===== config.mk =====
export PLATFORM = sky130hd
export DESIGN_NAME = instr_fetch
export DESIGN_NICKNAME = d
export VERILOG_FILES = /design/src/rtl/instr_fetch.sv
export SDC_FILE = /design/constraint.sdc
export NUM_CORES = 1
export LEC_CHECK = 0
export BUFFER_PORTS_ARGS = -buffer_cell sky130_fd_sc_hd__buf_2
export CAP_MARGIN = 10
export CORE_MARGIN = 2
export CORE_UTILIZATION = 45
export CTS_CLUSTER_SIZE = 20
export DETAILED_ROUTE_END_ITERATION = 6
export PLACE_DENSITY = 0.83
export SYNTH_ARGS = -nofsm -noshare
export SYNTH_HDL_FRONTEND = slang
export SYNTH_SLANG_ARGS = --single-unit

===== constraint.sdc =====
create_clock -name clk -period 2.2 [get_ports clk]
set_clock_uncertainty 0.2 [all_clocks]
set_input_delay 0.33 -clock clk [delete_from_list [all_inputs] [get_ports clk]]
set_output_delay 0.33 -clock clk [all_outputs]
set_load 0.02 [all_outputs]

===== src/rtl/instr_fetch.sv =====
// -----------------------------------------------------------------------------
// instr_fetch
//
// Single-outstanding-request instruction fetch unit. A three-state controller
// (IDLE -> REQ -> HOLD) issues one memory request at a time. It captures the
// returned word and holds it until the downstream stage consumes it. A redirect
// from the execute stage can arrive in any state and always wins.
//
// Parameters
//   RESET_PC      PC value loaded on reset.
//
// Ports
//   clk           single clock; all state updates on the rising edge
//   rst_n         asynchronous, active-low reset
//   imem_addr     instruction-memory byte address (the PC register)
//   imem_req      fetch request; high only while in REQ
//   imem_rdata    instruction word returned by memory
//   imem_ready    imem_rdata is valid this cycle for the current request
//   branch_taken  redirect request from execute
//   branch_target redirect byte address (forced word-aligned)
//   stall         downstream cannot accept the held instruction this cycle
//   instr         fetched instruction
//   pc_out        address of the instruction in instr
//   instr_valid   instr/pc_out hold a valid, unconsumed instruction
//   misalign_err  one-cycle pulse after a redirect whose target[1:0] != 0
//   fetch_count   number of instructions consumed downstream (wraps)
// -----------------------------------------------------------------------------
module instr_fetch #(
    parameter logic [31:0] RESET_PC = 32'h0000_0000
) (
    input  logic        clk,
    input  logic        rst_n,
    output logic [31:0] imem_addr,
    output logic        imem_req,
    input  logic [31:0] imem_rdata,
    input  logic        imem_ready,
    input  logic        branch_taken,
    input  logic [31:0] branch_target,
    input  logic        stall,
    output logic [31:0] instr,
    output logic [31:0] pc_out,
    output logic        instr_valid,
    output logic        misalign_err,
    output logic [31:0] fetch_count
);

    typedef enum logic [1:0] {
        IDLE = 2'd0,
        REQ  = 2'd1,
        HOLD = 2'd2
    } state_t;

    // Canonical RISC-V NOP (addi x0, x0, 0), presented while nothing is fetched.
    localparam logic [31:0] NOP = 32'h0000_0013;

    state_t      state_reg;
    logic [31:0] pc_reg;
    logic [31:0] instr_reg;
    logic [31:0] pc_out_reg;
    logic [31:0] fetch_count_reg;
    logic        instr_valid_reg;
    logic        imem_req_reg;
    logic        misalign_reg;

    // The redirect target always has its low two bits cleared. The misalign
    // flag records that those bits were set, but the fetch still proceeds
    // from the aligned word.
    logic [31:0] target_aligned;
    logic        target_misaligned;

    assign target_aligned    = {branch_target[31:2], 2'b00};
    assign target_misaligned = |branch_target[1:0];

    // -------------------------------------------------------------------------
    // Controller and datapath registers.
    // imem_req is registered. It is set whenever the next state is REQ, so it
    // always equals (state_reg == REQ) without a decode after the flop.
    // -------------------------------------------------------------------------
    always_ff @(posedge clk or negedge rst_n) begin
        if (!rst_n) begin
            state_reg       <= IDLE;
            pc_reg          <= RESET_PC;
            instr_reg       <= NOP;
            pc_out_reg      <= RESET_PC;
            fetch_count_reg <= 32'd0;
            instr_valid_reg <= 1'b0;
            imem_req_reg    <= 1'b0;
            misalign_reg    <= 1'b0;
        end else begin
            // The misalign flag is a single-cycle pulse unless it is
            // re-armed below.
            misalign_reg <= 1'b0;

            if (branch_taken) begin
                // A redirect overrides everything. Any word that memory
                // returns in this cycle, and any held instruction, is dropped
                // without being counted.
                pc_reg          <= target_aligned;
                instr_valid_reg <= 1'b0;
                state_reg       <= REQ;
                imem_req_reg    <= 1'b1;
                misalign_reg    <= target_misaligned;
            end else begin
                unique case (state_reg)
                    IDLE: begin
                        state_reg    <= REQ;
                        imem_req_reg <= 1'b1;
                    end

                    REQ: begin
                        // Address and request stay stable until memory
                        // answers.
                        if (imem_ready) begin
                            instr_reg       <= imem_rdata;
                            pc_out_reg      <= pc_reg;
                            pc_reg          <= pc_reg + 32'd4;  // wraps mod 2^32
                            instr_valid_reg <= 1'b1;
                            state_reg       <= HOLD;
                            imem_req_reg    <= 1'b0;
                        end
                    end

                    HOLD: begin
                        // Consumption happens in the cycle where stall is low.
                        // instr and pc_out keep their values after
                        // consumption; only instr_valid drops.
                        if (!stall) begin
                            instr_valid_reg <= 1'b0;
                            fetch_count_reg <= fetch_count_reg + 32'd1;
                            state_reg       <= REQ;
                            imem_req_reg    <= 1'b1;
                        end
                    end

                    default: begin
                        // Unreachable encoding: recover through IDLE.
                        state_reg       <= IDLE;
                        imem_req_reg    <= 1'b0;
                        instr_valid_reg <= 1'b0;
                    end
                endcase
            end
        end
    end

    assign imem_addr    = pc_reg;
    assign imem_req     = imem_req_reg;
    assign instr        = instr_reg;
    assign pc_out       = pc_out_reg;
    assign instr_valid  = instr_valid_reg;
    assign misalign_err = misalign_reg;
    assign fetch_count  = fetch_count_reg;

endmodule

==> Yosys cells after proc, flatten, opt, wreduce, memory -nomap -nowiden <==
Index checks and enable logic that the tools add are counted.
{ "classes": {"n_reduce_logical": 9, "n_mux": 16, "n_eq_ne": 5, "n_bitwise": 2, "addsub": 2} }
{ "op_table": {"columns": ["cell", "n"], "rows": [
  ["$mux W32", 3],
  ["$add A32 B1 Y32 const B", 1],
  ["$add A32 B3 Y32 const B", 1],
  ["$reduce_and A3 Y1", 3],
  ["$mux W1", 7],
  ["$mux W2", 3],
  ["$ne A3 B3 Y1 const B", 2],
  ["$pmux W1 S3", 2],
  ["$pmux W2 S3", 1],
  ["$reduce_and A2 Y1", 2],
  ["$reduce_bool A2 Y1", 2],
  ["$eq A2 B1 Y1 const B", 1],
  ["$eq A2 B2 Y1 const B", 1],
  ["$logic_not A2 Y1", 1],
  ["$ne A2 B2 Y1 const B", 1],
  ["$not A1 Y1", 2],
  ["$reduce_or A2 Y1", 1]
]} }
{ "totals": {"output_inout_bits": 131, "inputBits": 69, "reg_bits": 133} }

==> Longest topological paths before layout <==
Gate-level depths: netlist of run 1.
{ "depth": {"word_depth": 4, "depth_mapped": 7, "depth_no_buf": 5} }

==> Worst setup path before layout of run 1 <==
OpenSTA, ideal clock, no wires.
{ "synth_timing": {"kind": "reg-to-reg", "start": "reg, netlist name imem_req", "end": "reg fetch_count_reg[29] (netlist: fetch_count[29])", "synth_period_minus_slack_ns": 2.353, "setup_ns": 0.129, "required_ns": 1.871, "setup_slack_ns": -0.153, "stages_incl_launch_ff": 8, "path_buffers": 3, "arrival_time_ns": 2.024, "cell_sequence": "dfrtp_1 buf_6 or4b_1 buf_2 nor4_4 buf_6 nand4_1 xnor2_1"} }
{ "synth_rtl": {"columns": ["element", "line_no", "source"], "rows": [
  ["end signal: assignment", "129", "fetch_count_reg <= fetch_count_reg + 32'd1;"],
  ["end: declaration", "60", "logic [31:0] fetch_count_reg;"]
]} }

==> Worst setup path after layout of run 1 <==
{ "layout_timing": {"start": "reg state_reg[1]", "end": "reg pc_reg[25] (netlist: imem_addr[25])"} }
{ "layout_via": {"elab_chain_len": 3} }
{ "layout_lines": {"columns": ["element", "line_no", "source"], "rows": [
  ["start: declaration", "56", "state_t state_reg;"],
  ["start signal: assignment", "81", "state_reg <= IDLE;"],
  ["start signal: assignment", "100", "state_reg <= REQ;"],
  ["start signal: assignment", "106", "state_reg <= REQ;"],
  ["$eq A2 B1 Y1", "104", "unique case (state_reg)"],
  ["$reduce_bool A2 Y1 (no source line)", null, null],
  ["$reduce_and A2 Y1 (no source line)", null, null],
  ["end signal: assignment", "98", "pc_reg <= target_aligned;"],
  ["end signal: assignment", "116", "pc_reg <= pc_reg + 32'd4;"],
  ["end: declaration", "57", "logic [31:0] pc_reg;"]
]} }
Every way passes these cells.
A chain may end at the register's enable or synchronous reset.

==> results of run 1 <==
-- synthesized netlist by cell type, types with 3 or more instances --
library cell / n
nor2_1: 24
mux2_2: 62
nand4_1: 21
buf_6: 3
nor4_1: 3
xor2_1: 9
buf_2: 4
or4_1: 15
buf_4: 4
dfrtp_1: 125
a31oi_1: 16
nand3_1: 24
nand2_1: 43
inv_1: 5
dfstp_2: 3
clkbuf_1: 15
and3_1: 7
o211ai_1: 3
xnor2_1: 31
nor3_1: 6
o21ai_0: 14
and4_1: 5
or3_1: 7
o31ai_1: 13
-- metrics by stage --
stage | instance area [um2] | hold WS, ns
after floorplan | 5762 | -0.1656
after global placement | 7103 | 0.1001
after detailed placement | 7103 | 0.1096
after CTS | 8351 | 0.01305
after global routing | 8381 | 0.02552
final | 8381 | 0.02233
-- kinds of logic after synthesis --
group | count (synthesis) | share of synthesized area
AOI/OAI and AO/OA | 53 | 0.06052
DFF | 128 | 0.5600
muxes | 63 | 0.1237
adders and majority gates | 2 | 0.004369
other | 1 | 0.0006548
and+or+nand+nor | 168 | 0.1612
xor gates and xnor gates | 40 | 0.06118
buffers and inverters | 32 | 0.02840
-- routing by layer --
layer / routed length [um] / share of wire / vias to the layer above
li1: - / - / 2351
met1: 6110 / 0.40 / 2494
met2: 7801 / 0.51 / 193
met3: 907 / 0.059 / 36
met4: 433 / 0.028 / 0
met5: 0 / 0 / -
-- final timing paths --
check	depth (start not counted)	slack [ns]	start	to
min in group asynchronous	2	0.21	rst_n	pc_out[25]
max in group asynchronous	3	0.93	rst_n	imem_addr[7]
setup reg to reg	4	0.04	state_reg[1]	imem_addr[25]
setup / recovery	4	0.04	state_reg[1]	imem_addr[25]
hold / removal	3	0.02	branch_target[22]	imem_addr[22]
hold reg to reg	1	0.27	fetch_count[31]	fetch_count[31]
-- power groups by stage --
stage	clock network, mW	logic, mW	registers [mW]
after floorplan	0	0.466	3.44
after global placement	0	1.56	2.96
after detailed placement	0	1.59	2.99
after CTS	2.91	1.68	2.95
after global routing	3.00	1.81	3.01
final	2.85	1.68	2.96
-- tightest hold or removal path: stages --
cell     delay [ns]
buf_2          0.10
nor2_1         0.10
a31oi_1        0.06
-- cell type report --
type	instances	area [um2]
Clock buffer	19	442.9
Clock inverter	13	163.9
Fill cell	956	4136
Inverter	6	22.52
Multi-Input combinational cell	330	2404
Sequential cell	128	3212
Tap cell	172	215.2
Timing Repair Buffer	292	1921
-- what timing repair did --
action | CTS | global route
hold endpoints to repair | 93 | 0
setup endpoints to repair | 0 | 20
gates resized for setup | 0 | 5
hold buffers | 64 | 0
setup buffers | 0 | 2
==> reports/metrics.cfg, run 1 <==
[status]
status = complete, no violations

[route]
wl_per_cell_um = 15.89
dr.pass1.iters = 6
via_per_inst = 5.285
num_vias = 5074
drc = 0
ant_nets = 0
wl_um = 15250
drtIter0Drc = 403

[grt]
grt_util_all_layers = 0.2254
grtUsageMet3 = 0.04686
busiest_layer = met2
grt_pass1_vias = 4940
use_met2 = 0.3796
antenna_found_initial = 0
gr-usage-met1 = 0.2809
grt_pass1_wl_um = 23730
grt_overflow = 0
grt_max_degree = 53

[logic_synthesis]
synthDistinctLibCells = 43
yosysWarnings = 0
postSynthAreaPerCell_um2 = 11.76
yosysTopAreaCell = dfrtp_1
syn_inst = 487
synth-main-ff-cell = dfrtp_1
ys_seq_elements = 128
synth-edff-count = 0
syn_area_mm2 = 0.005727
synth_top_cell_area_share = 0.5462
synthTopCellsByArea = dfrtp_1 (55%), mux2_2 (12%), xnor2_1 (4.7%)
synth-seq-area-share = 0.5600
async_flop_share = 1.000

[power_and_ir_drop]
power.density_mw_per_mm2 = 893.5
p_leak_nw = 3.873
total_power_mw = 7.488
max-vdd-ir-drop_v = 0.0003931
netSwitchingFraction = 0.2969
pwr-share-seq = 0.395
intPower_mw = 5.265
p_comb_frac = 0.225
p_clk_frac = 0.380
power_switching_mw = 2.224

[clocking]
clkTransAtPathRegs_ns = 0.06
cts_buffers = 17
cts_root_buffer = clkbuf_16
clock_tree.htree_level_count = 4
clock-sinks = 128
cts_tree = built
clk_latency_ns = 0.42
ctsLongestPathBuffers = 2

[setup_path]
cp.required_ns = 2.34
critPathTopFamily = simple AND/OR/NAND/NOR gates
max_stage_delay_ns = 0.65
end_kind = register
path_class = reg -> reg
cp_num_buf_inv = 0
crit_slowest_cell = or4_4
crit_fanout = 21
crit_arrival_ns = 2.30
critPathLaunchType = register
cp_cell_sequence = nand3b_4 > or4_4 > or4_1 > a31oi_1

[timing]
setup_tns_ns = 0
rsz0062_at_grt = true
period_needed_ns = 2.161
finalSetupViolCount = 0
layout_setup_ws_ns = 0.03946
fin_crit_sh = 0.9821
hold_viol_final = 0
fmax_ghz = 0.4628
slew_viol_final = 0

[floorplan]
fp-row-count = 41
die_y_um = 116.8
core_mm2 = 0.01252
ios = 200
die_w_um = 116.8
dieArea_mm2 = 0.01364
start_util = 0.4575

[place]
dp_slack_ns = 0.05248
hpwl_um = 10170
port_buffers = 195
gp_congestion = 0.8464
place_inst = 862

[run]
cap_violations = 0

[layout]
area_growth_pct = 46.34
layout-drive-gt1-share = 0.4289
final_common_cell = buf_2
fin_util = 0.6695
layoutNonFillerInstCount = 960
final_cell_mix = buf_2 (194), dfrtp_1 (121), dlygate4sd3_1 (64), mux2_2 (62), nand2_1 (43)
antennaDiodeCount = 0
layout.nets = 846

[min_path]
hold_path_class = in -> reg

(Power assumes the default switching activity.)
==> run 2, diff against run 1 <==
--- a/config.mk
+++ b/config.mk
@@ -12,6 +12,7 @@
 export CTS_CLUSTER_SIZE = 20
 export DETAILED_ROUTE_END_ITERATION = 6
 export PLACE_DENSITY = 0.83
+export SLEW_MARGIN = 20
 export SYNTH_ARGS = -nofsm -noshare
 export SYNTH_HDL_FRONTEND = slang
 export SYNTH_SLANG_ARGS = --single-unit
==> constraint.sdc (replaced) <==
create_clock -name clk -period 1.9 [get_ports clk]
set_clock_uncertainty 0.2 [all_clocks]
set_input_delay 0.285 -clock clk [delete_from_list [all_inputs] [get_ports clk]]
set_output_delay 0.285 -clock clk [all_outputs]
set_load 0.02 [all_outputs]
==> run 2 against run 1 <==
Compared with the run above:
- clock power grew 20%
- register-to-register slack worse by 0.20 ns
- fmax up 5.1%
- utilization rose by 7.2 points
- the run now ends with negative setup slack left
- power increased by 21%
- hold slack improved by 0.019 ns
- wire length up 24%
- clock-buffer cell count increased by 2
- non-clock buffer count rose by 55
- setup slack worse by 0.20 ns
- sequential share of layout area decreased by 3.5 points
==> reports/metrics.cfg, run 2 (same netlist as run 1, synthesis figures left out) <==
[clocking]
cts_tree = built
ctsLongestPathBuffers = 2
clock_tree.htree_level_count = 4
clk_latency_ns = 0.42
cts_root_buffer = clkbuf_16
clock-sinks = 128
clkTransAtPathRegs_ns = 0.06
cts_buffers = 17

[timing]
period_needed_ns = 2.056
hold_slack_ns = 0.04120
slew_headroom = 0.5775
layout_setup_ws_ns = -0.1563
worst_pin_slew_ns = 0.6315
finalSetupViolCount = 83
fin_crit_sh = 1.082
slew_viol_final = 0
fmax_ghz = 0.4863
hold_viol_final = 0
rsz0062_at_grt = true

[grt]
grtUsageMet3 = 0.06385
antenna_found_initial = 0
gr-usage-met1 = 0.3041
grt_overflow = 0
grt_pass1_vias = 5411
use_met2 = 0.4378
grt_util_all_layers = 0.2559
grt_max_degree = 44
grt_pass1_wl_um = 26640
busiest_layer = met2

[layout]
final_cell_mix = buf_2 (194), dfrtp_1 (104), dlygate4sd3_1 (65), buf_4 (62), mux2_2 (61)
area_growth_pct = 61.98
layoutNonFillerInstCount = 1018
layout.nets = 903
final_common_cell = buf_2
layout-drive-gt1-share = 0.5290
fin_util = 0.7411
n_fill_cell = 814

[floorplan]
dieArea_mm2 = 0.01364
die_w_um = 116.8
start_util = 0.4575
core_mm2 = 0.01252
ios = 200
fp-row-count = 41
die_y_um = 116.8

[route]
dr.pass1.iters = 5
ant_nets = 0
via_per_inst = 5.425
drc = 0
num_vias = 5523
drtIter0Drc = 440
wl_per_cell_um = 18.58
wl_um = 18910

[power_and_ir_drop]
power_switching_mw = 2.701
pwr-share-seq = 0.379
p_comb_frac = 0.243
power.density_mw_per_mm2 = 975.9
max-vdd-ir-drop_v = 0.0006107
netSwitchingFraction = 0.2984
p_clk_frac = 0.378
intPower_mw = 6.352
p_leak_nw = 4.247

[status]
status = finished with violations
violations = negative setup slack

[setup_path]
critPathLaunchType = register
cp.required_ns = 1.99
crit_fanout = 8
path_class = reg -> reg
end_kind = register
crit_arrival_ns = 2.14

[min_path]
hold_path_class = in -> reg

[run]
cap_violations = 0

[place]
place_inst = 897
gp_congestion = 0.8298
hpwl_um = 10910
port_buffers = 195

## run 2: cell count changes in the layout (fill, tap and decap cells not counted), moves of 6 or more
| cell | previous run | this run |
|---|---|---|
| o31ai_1 | 13 | 7 |
| buf_6 | 1 | 13 |
| or4_4 | 1 | 8 |
| nand3_1 | 24 | 16 |
| dfrtp_1 | 121 | 104 |
| o21ai_0 | 14 | 8 |
| buf_4 | 29 | 62 |
| dfrtp_2 | 4 | 21 |
## run 2: metrics by stage
stage,worst slack (ns),setup TNS [ns],total power [mW],area (um2)
5_1_grt,-0.2664,-9.913,9.403,9274
3_3_place_gp,-0.1626,-3.921,5.308,7440
6_report,-0.1563,-3.897,9.053,9276
4_1_cts,-0.1544,-3.180,8.950,8876
2_1_floorplan,-0.2636,-6.635,4.541,5838
3_5_place_dp,-0.1995,-5.292,5.395,7440
## run 2: cell type report
cell class / count / area (um2) / share of cell area
Multi-Input combinational cell: 332 / 2684 / 0.2893
Clock inverter: 11 / 162.7 / 0.01753
Timing Repair Buffer: 347 / 2506 / 0.2702
Sequential cell: 128 / 3233 / 0.3485
Tap cell: 172 / 215.2 / 0.02320
Clock buffer: 21 / 450.4 / 0.04856
Antenna cell: 1 / 2.502 / 0.0002698
Inverter: 6 / 22.52 / 0.002428
## run 2: power by group through the flow
| stage | clock network [mW] | registers [mW] | logic (mW) |
|---|---|---|---|
| 5_1_grt | 3.57 | 3.48 | 2.35 |
| 2_1_floorplan | 0 | 3.99 | 0.547 |
| 3_5_place_dp | 0 | 3.45 | 1.95 |
| 3_3_place_gp | 0 | 3.41 | 1.90 |
| 6_report | 3.42 | 3.43 | 2.20 |
| 4_1_cts | 3.46 | 3.40 | 2.09 |
## run 2: critical path, stage by stage, from the launching register on
cell,delay [ns]
dfrtp_2,0.42
buf_6,0.12
nand3b_4,0.10
or4_4,0.60
buf_6,0.17
o31ai_2,0.20
a31oi_1,0.12
## run 2: path summary, 6_finish.rpt
check	from	to	slack, ns	depth (start not counted)
setup / recovery	imem_req	imem_addr[25]	-0.16	6
hold / removal	imem_ready	imem_req	0.04	4
setup reg to reg	imem_req	imem_addr[25]	-0.16	6
hold reg to reg	fetch_count[31]	fetch_count[31]	0.27	1
max in group asynchronous	rst_n	imem_addr[14]	0.75	3
min in group asynchronous	rst_n	fetch_count[13]	0.14	2
## run 2: layer usage
| layer | vias to the layer above | routed length (um) |
|---|---|---|
| li1 | 2464 | - |
| met4 | 0 | 515 |
| met5 | - | 0 |
| met2 | 272 | 9706 |
| met3 | 53 | 1267 |
| met1 | 2734 | 7422 |
## run 2: timing repair
item	4_1_cts	5_1_grt
gates cloned	2	5
gates resized for setup	25	47
hold buffers	65	0
setup buffers	8	11
setup endpoints to repair	46	108
pin swaps	24	26
hold endpoints to repair	188	0
